$ cat src/rtl/sorter_pkg.sv
// Shared definitions for the odd-even merge sorter: default key geometry,
// pad value and loader state encoding.
`ifndef SORTER_PKG_SV
`define SORTER_PKG_SV

// Bit range of slot k inside a packed frame of WIDTH-bit keys
`define SORTER_SLOT(k) [((k)+1)*WIDTH-1:(k)*WIDTH]

package sorter_pkg;

  localparam int SORT_WIDTH = 3;
  localparam int SORT_N     = 16;
  localparam logic [SORT_WIDTH-1:0] SORT_PAD_VAL = {SORT_WIDTH{1'b1}};

  typedef enum logic {
    ST_FILL = 1'b0,
    ST_FULL = 1'b1
  } loader_state_t;

endpackage

`endif

$ cat src/rtl/m_sort_loader.sv
// Input stage of the 16-input odd-even merge sorter: packs a valid/ready key
// stream into one N-slot frame, pads short frames, holds the frame until taken.
//
//   state   | meaning
//   --------+-----------------------------------------------------------
//   ST_FILL | accepting keys into slot[wr_idx]; in_ready=1, out_valid=0
//   ST_FULL | frame complete and held stable; in_ready=0, out_valid=1
module m_sort_loader
  import sorter_pkg::*;
#(
  parameter int               WIDTH   = SORT_WIDTH,
  parameter int               N       = SORT_N,
  parameter logic [WIDTH-1:0] PAD_VAL = {WIDTH{1'b1}},
  parameter int               CW      = $clog2(N + 1)
) (
  input  logic               clk,
  input  logic               rst,
  input  logic               in_valid,
  input  logic [WIDTH-1:0]   in_data,
  input  logic               in_last,
  output logic               in_ready,
  output logic               out_valid,
  input  logic               out_ready,
  output logic [N*WIDTH-1:0] out_data,
  output logic [CW-1:0]      out_count
);

  localparam int IW = $clog2(N);

  loader_state_t    state;
  logic [IW-1:0]    wr_idx;
  logic [WIDTH-1:0] slot [N];

  logic accept;
  logic final_key;

  // in_ready is only high in ST_FILL, so accept can never fire while FULL
  assign accept    = in_valid & in_ready;
  assign final_key = in_last | (wr_idx == IW'(N - 1));

  always_ff @(posedge clk) begin
    if (rst) begin
      state     <= ST_FILL;
      wr_idx    <= '0;
      in_ready  <= 1'b0;
      out_valid <= 1'b0;
      out_count <= '0;
      for (int j = 0; j < N; j++) begin
        slot[j] <= '0;
      end
    end else begin
      case (state)
        ST_FILL: begin
          in_ready <= 1'b1;
          if (accept) begin
            slot[wr_idx] <= in_data;
            if (final_key) begin
              // Fill every slot past the last real key so pads sort to the top
              for (int j = 0; j < N; j++) begin
                if (IW'(j) > wr_idx) begin
                  slot[j] <= PAD_VAL;
                end
              end
              out_count <= CW'(wr_idx) + CW'(1);
              wr_idx    <= '0;
              in_ready  <= 1'b0;
              out_valid <= 1'b1;
              state     <= ST_FULL;
            end else begin
              wr_idx <= wr_idx + IW'(1);
            end
          end
        end
        ST_FULL: begin
          if (out_ready) begin
            in_ready  <= 1'b1;
            out_valid <= 1'b0;
            state     <= ST_FILL;
          end
        end
        default: begin
          state <= ST_FILL;
        end
      endcase
    end
  end

  for (genvar k = 0; k < N; k++) begin : g_pack
    assign out_data `SORTER_SLOT(k) = slot[k];
  end

endmodule
$ cat config.mk
export PLATFORM = sky130hd
export DESIGN_NAME = m_sort_loader
export DESIGN_NICKNAME = d
export VERILOG_FILES = /design/src/rtl/sorter_pkg.sv /design/src/rtl/m_sort_loader.sv
export SDC_FILE = /design/constraint.sdc
export NUM_CORES = 1
export LEC_CHECK = 0
export ABC_CLOCK_PERIOD_IN_PS = 2600
export CAP_MARGIN = 20
export CORE_MARGIN = 8
export CORE_UTILIZATION = 51
export CTS_CLUSTER_SIZE = 16
export DETAILED_ROUTE_END_ITERATION = 10
export PLACE_DENSITY_LB_ADDON = 0.05
export SLEW_MARGIN = 20
export SYNTH_ARGS = -nofsm -noshare
export SYNTH_HDL_FRONTEND = slang
export SYNTH_SLANG_ARGS = --single-unit
$ cat constraint.sdc
create_clock -name clk -period 2.6 [get_ports clk]
set_input_delay 0.52 -clock clk [delete_from_list [all_inputs] [get_ports clk]]
set_output_delay 0.52 -clock clk [all_outputs]
set_load 0.02 [all_outputs]
==> flow_summary.ini <==
[cells_and_area]
nNetsFinal = 368
final_cell_mix = 62 x clkdlybuf4s50_1, 48 x edfxtp_1, 35 x a21oi_1
layout_commonest_cell = clkdlybuf4s50_1
syn2layout_area_growth_pct = 33.22
drive_above_1_share_pct = 11.42
antenna_cells = 0

[clock_network]
clock_path_buffers = 2
insertion_delay_ns = 0.34
numCtsBuffers = 9
cts_tree = done
clkSinkCount = 60
cts_resized = 0
post-cts-setup-buffers = 0
cts_root_buf = clkbuf_8
cts-hold-fix-buffers = 0
clk_pin_slew_ns = 0.06
h-tree-depth = 3

[logic_synthesis]
synth_cell_type_count = 46
yosysSeqAreaShare_pct = 57.24
synth_area_um2 = 2938
synth_area_per_cell_um2 = 10.49
dominantRegCellSynth = edfxtp_1
synth_fp_nets = 294
yosysWarnings = 0
synth_cells = 280
synth_edf_count = 48
synthArstFlopShare_pct = 0
synth_seq_cells = 60

[route]
dr.pass1.iters = 4
via_per_inst = 5.513
vias = 2376
ant_nets = 0
wl_mm = 7.247
drt_iter0_markers = 154
route.detailed.drc = 0
wl_per_cell_um = 16.81

[pwr]
powerDensity_nw_per_um2 = 596.1
ir_drop_mv = 0.4524
pwr-share-seq_pct = 48.0
finalPower_uw = 2333
pwr-share-comb_pct = 14.6
p_sw_uw = 561.2
p_leak_uw = 0.001551
power.share.switching_pct = 24.05
power.share.clock_pct = 37.4
p_int_uw = 1772

[timing]
period_share_pct = 85.37
finalSetupTns_ns = 0
max-slew-margin-rel_pct = 54.55
worstMarginPinSlew_ns = 0.6808
setup_viol = 0
period_minus_slack_ns = 2.220
fmax_ghz = 0.4505
rsz0062_at_grt = no
final.setup.worst_slack_ns = 0.3805
hold_viol = 0
clock_skew_ns = 0.01217
slew_viol_final = 0

[floorplanning]
coreArea_um2 = 5540
die_height_um = 91.90
rows = 27
die_w_um = 91.90
dieArea_um2 = 8445
ios = 63
start_util_pct = 53.03

[worst_setup_path]
critPathMaxStageDelay_ns = 0.69
crit_path_start = in_valid
crit_arrival_ns = 2.28
worst-path-max-fanout = 10
ff2ff_setup_slack_ns = 0.56
crit_slowest_cell = clkdlybuf4s50_1
endpoint = slot[9][2]
r2r_start = wr_idx[1]
worstRegToRegCells = 6
cp.required_ns = 2.67
rr_endpoint = slot[9][1]
crit_path_end_kind = flop
cp_cell_sequence = clkdlybuf4s50_1, and3b_1, and2_1, a21boi_0, o21ai_0, buf_4
startpoint_type = input pin
worstSetupPathType = input pin to flop

[global_routing]
gr-total-overflow = 0
grt_max_degree = 20
grt_pass1_wl_mm = 11.85
antenna_found_initial = 0
grt_pass1_vias = 2357
track_usage_pct = 17.65

[placement]
numPortBuffers = 62
place.gp.congestion = 0.8972
post-place-ws_ns = 0.09163
hpwl_mm = 5.366

[min_path]
min_path_type = flop to flop

[job]
maxCapViolations = 0

[status]
status = finished clean
-- routing by layer --
layer	wire (um)	global-route usage [%]	vias to the layer above
li1	-	-	1156
met1	2991	20.27	1126
met2	3678	29.68	83
met3	491	6.357	11
met4	86	6.174	0
met5	0	0	-
-- cells by family after synthesis --
family                     synth area share (%)
and+or+nand+nor                           20.02
muxes                                    0.6815
AOI/OAI and AO/OA                         14.95
DFF                                       57.24
buffers and inverters                     3.961
xor gates and xnor gates                 0.5964
adders and majority gates                 2.555
-- how the worst min path moves through the flow --
stage / depth (start not counted) / slack (ns) / from / to
after floorplan: 2 / 0.53 / out_count[4] / out_count[4]
after global placement: 2 / 0.46 / out_count[4] / out_count[4]
after detailed placement: 2 / 0.46 / out_count[4] / out_count[4]
after CTS: 2 / 0.47 / out_count[4] / out_count[4]
after global routing: 2 / 0.50 / out_count[4] / out_count[4]
final: 2 / 0.47 / out_count[4] / out_count[4]
-- Yosys cell counts (3+ instances only) --
cell / count / area [um^2]
nand2_1: 24 / 90.09
and4_1: 3 / 26.28
and2_1: 4 / 25.02
buf_2: 6 / 30.03
nand2b_1: 3 / 18.77
a21oi_1: 35 / 175.2
a21o_1: 10 / 75.07
inv_1: 7 / 26.28
nor2b_1: 4 / 25.02
and3_1: 6 / 37.54
dfxtp_1: 12 / 240.2
nand3_1: 9 / 45.04
clkbuf_1: 9 / 33.78
edfxtp_1: 48 / 1441
o31ai_1: 4 / 30.03
o21ai_0: 14 / 70.07
nor2_1: 33 / 123.9
nor3_1: 6 / 30.03
ha_1: 6 / 75.07
-- cell type report --
cell class | count | area (um^2)
sequential | 60 | 1682
fill | 425 | 1627
multi-input combinational | 194 | 1140
timing repair buffer | 82 | 770.7
clock buffer | 9 | 123.9
tap | 72 | 90.09
clock inverter | 7 | 81.33
inverter | 7 | 26.28
-- per-stage QoR --
stage	hold slack [ns]	cell area, um^2	instances	utilization, %
floorplan	0.5338	2938	280	-
global placement	0.4649	3709	415	66.94
detailed placement	0.4613	3709	415	66.94
CTS	0.4698	3914	431	70.64
global route	0.4996	3914	431	70.64
finish	0.4679	3914	431	70.64
-- worst max-delay path: cells and delay by family --
family	cells	cell delay [ns]
buffers and inverters	2	0.84
and+or+nand+nor	2	0.63
AOI/OAI and AO/OA	2	0.29
-- power groups by stage --
stage	Sequential, uW	Combinational (uW)	Clock, uW
after floorplan	1210	108	0
after CTS	1120	343	883
after detailed placement	1140	340	0
after global placement	1140	335	0
after global routing	1130	363	925
final	1120	340	873
-- flip-flops by register name, indices dropped and copies added (netlist names) --
signal,cells
slot,48
state,1
wr_idx,4
in_ready,1
out_valid,1
out_count,5
Note: power is estimated with default switching activity, not from simulation.
==> edit 1, RTL diff (same flow settings) <==
Change the package constant `SORT_WIDTH` from 3 to 6.
--- a/src/rtl/sorter_pkg.sv
+++ b/src/rtl/sorter_pkg.sv
@@ -8,7 +8,7 @@
 
 package sorter_pkg;
 
-  localparam int SORT_WIDTH = 3;
+  localparam int SORT_WIDTH = 6;
   localparam int SORT_N     = 16;
   localparam logic [SORT_WIDTH-1:0] SORT_PAD_VAL = {SORT_WIDTH{1'b1}};
 
Ports: changed (resized in_data and out_data); port bits go from 63 to 114. No check against the original RTL was run, so the function may have changed too.
==> edit 1 against the unedited design <==
Synthesized area rose by 63%; worst setup slack got worse by 0.21 ns; clock power is 14% higher; design area is 63% higher; cell count rose by 49%; routed wire length up 78%; clock skew increased by 0.00090 ns; power is 55% higher; sequential cell count is 48 higher; critical path depth fell by 2; largest cell class unchanged.
==> edit 1: results (changes against the unedited design) <==
metric;value;unit;change
top cells by count, synth;96 x edfxtp_1, 59 x a21oi_1, 31 x nand2_1, 27 x o21ai_0, 26 x a21o_1;;was 48 x edfxtp_1, 35 x a21oi_1, 33 x nor2_1, 24 x nand2_1, 14 x o21ai_0
fraction of final layout cells with drive strength greater than 1;12.6;%;was 11.4%
GR Util All Layers;19.8;%;was 17.7%
r2r worst-path depth;4;;was 6
post-synthesis instance total;397;;was 280
Post-Synth XOR/XNOR Area;0.183;%;was 0.596%
number of port buffers;113;;was 62
Signal buf overhead;22.1;%;was 19.7%
worst hold slack across all endpoints;0.492;ns;was 0.468 ns
part of the Yosys area used for sequential elements;65.1;%;was 57.2%
post-CTS clock slew at the launch and capture registers of the worst setup and hold paths;0.11;ns;was 0.06 ns
footprint of the multi-input gates;0.00148;mm²;was 0.00114 mm²
metal3 WL;1.33;mm;was 491 µm
P&R area growth vs syn;33.4;%;was 33.2%
combinational cell power;0.590;mW;was 0.340 mW
placed cell count;626;;was 415
TritonRoute pass-1 iters;5;;was 4
GR Layer Usage met1;24.3;%;was 20.3%
pin count of the biggest net entering global routing;30;;was 20
cell class contributing the biggest share of worst-path delay;compound AO/OA/AOI/OAI gates;;was buffers and inverters
result of the run;complete, no violations;;unchanged
Post-Layout Cell Count;642;;was 431
Tightest Pin Transition;0.975;ns;was 0.681 ns
hold endpoint;out_count[0];;was out_count[4]
number of global-route vias before repair;3595;;was 2357
register share of the cell area;48.8;%;was 43.0%
pre-CTS setup slack;0.154;ns;was 0.0916 ns
post-synthesis register bit count;108;;was 60
routed vias;3787;;was 2376
mux cell area share after synthesis;0.209;%;was 0.681%
Sw Ratio;27.1;%;was 24.1%
critical-path maximum fanout;13;;was 10
==> edit 1: changes by cell type in the layout (fill, tap and decap cells not counted), sizes merged, moves of 8 or more <==
| cell | change |
|---|---|
| a21oi | +24 |
| edfxtp | +48 |
| nor2 | -19 |
| a21o | +16 |
| clkdlybuf4s50 | +50 |
| buf | +19 |
| o21ai | +13 |
| inv | +8 |
==> edit 1: worst max-delay path by stage <==
| stage | cells past startpoint | from | end |
|---|---|---|---|
| floorplan | 5 | in_ready | slot[3][0] |
| global placement | 4 | in_last | slot[13][4] |
| detailed placement | 4 | in_last | slot[13][0] |
| CTS | 4 | wr_idx[1] | slot[13][1] |
| global route | 4 | wr_idx[0] | slot[13][1] |
| finish | 4 | wr_idx[1] | slot[13][1] |
==> edit 1: worst reg2reg max path, stage by stage, from the launching register on <==
cell     delay [ns]
dfxtp_1        0.62
ha_1           0.38
a31o_2         0.21
o21ai_0        0.09
o21ai_0        0.77
==> edit 2, RTL diff (config.mk and constraints unchanged) <==
Made on the original files. Reset style: asynchronous (`rst`), changed in one clocked block.
--- a/src/rtl/m_sort_loader.sv
+++ b/src/rtl/m_sort_loader.sv
@@ -38,7 +38,7 @@
   assign accept    = in_valid & in_ready;
   assign final_key = in_last | (wr_idx == IW'(N - 1));
 
-  always_ff @(posedge clk) begin
+  always_ff @(posedge clk or posedge rst) begin
     if (rst) begin
       state     <= ST_FILL;
       wr_idx    <= '0;
Behaviour: differs if rst is asserted again (counterexample within 4 cycles, from zero or initial values and one cycle with rst high); with rst held inactive, the same outputs for 4 cycles.
==> edit 2 against the unedited design <==
Routed wire length increased by 16%; synthesized cell count increased by 12%; register-to-register slack improved by 0.06 ns; critical endpoint is now in_ready; sequential cell count unchanged; worst setup slack improved by 0.10 ns; synthesized area increased by 2.3%; design area decreased by 2.7%.
Power is not compared: it rests on default switching activity, and its combinational part moved more than twofold at a synthesized area within 25%.
==> edit 2: results (changes against the unedited design) <==
metric;value;unit;change
Post-Syn Nets;327;;was 294
weighted congestion at the end of routability-driven global placement;0.799;;was 0.897
post-detail-place hpwl;5.61;mm;was 5.37 mm
number of global-route vias before repair;2688;;was 2357
global-route met2 utilization;30.5;%;was 29.7%
start point of the worst hold path;out_valid;;was out_count[4]
proportion of synthesized flip-flops having asynchronous set or reset;100;%;was 0%
Post-Layout Cell Count;444;;was 431
r2r setup slk;0.62;ns;was 0.56 ns
reg2reg start;wr_idx[0];;was wr_idx[1]
routed vias;2704;;was 2376
placed cell count;428;;was 415
invs w/o clock;6;;was 7
result of the run;complete, no violations;;unchanged
Net count, final;377;;was 368
GR Layer Usage met1;26.4;%;was 20.3%
detail-routed net length per standard cell;18.9;µm;was 16.8 µm
count of filler cells inserted in the layout;498;;was 425
Post-DP Area;0.00361;mm²;was 0.00371 mm²
first-pass GRT wire length;13.8;mm;was 11.8 mm
fraction of final layout cells with drive strength greater than 1;8.40;%;was 11.4%
count of routing violations after the opening detailed-route iteration;272;;was 154
total power consumption of the routed design;3.01;mW;
length of routed met2 wiring;3.86;mm;was 3.68 mm
Post-synth top flop;dfrtp_1;;was edfxtp_1
metal3 WL;660;µm;was 491 µm
TritonRoute pass-1 iters;5;;was 4
count of distinct cell types in the synthesized netlist;39;;was 46
-- edit 2: changes by cell type after synthesis, moves of 24 or more --
| cell | delta |
|---|---|
| dfrtp_1 | +60 |
| a21oi_1 | -24 |
| edfxtp_1 | -48 |
| nor2_1 | -28 |
| nand3_1 | +67 |
| o21ai_0 | +36 |
-- edit 2: worst max-delay path by stage --
stage | from | slack [ns] | to | depth (start not counted)
2_1_floorplan | rst | 0.60 | in_ready | 1
3_3_place_gp | in_valid | 0.35 | out_data[47] | 4
3_5_place_dp | in_valid | 0.32 | out_data[47] | 4
4_1_cts | in_ready | 0.47 | in_ready | 1
5_1_grt | in_ready | 0.41 | in_ready | 1
6_report | in_ready | 0.48 | in_ready | 1
-- edit 2: logic make-up (layout without fill, tap and decap cells) --
group,count (synthesis),count (layout),share of synthesized area (%)
AOI/OAI and AO/OA,86,86,16.7
xor gates and xnor gates,2,2,0.583
adders and majority gates,5,5,2.08
buffers and inverters,34,89,6.16
DFF,60,60,50.0
muxes,2,2,0.999
and+or+nand+nor,125,125,23.5
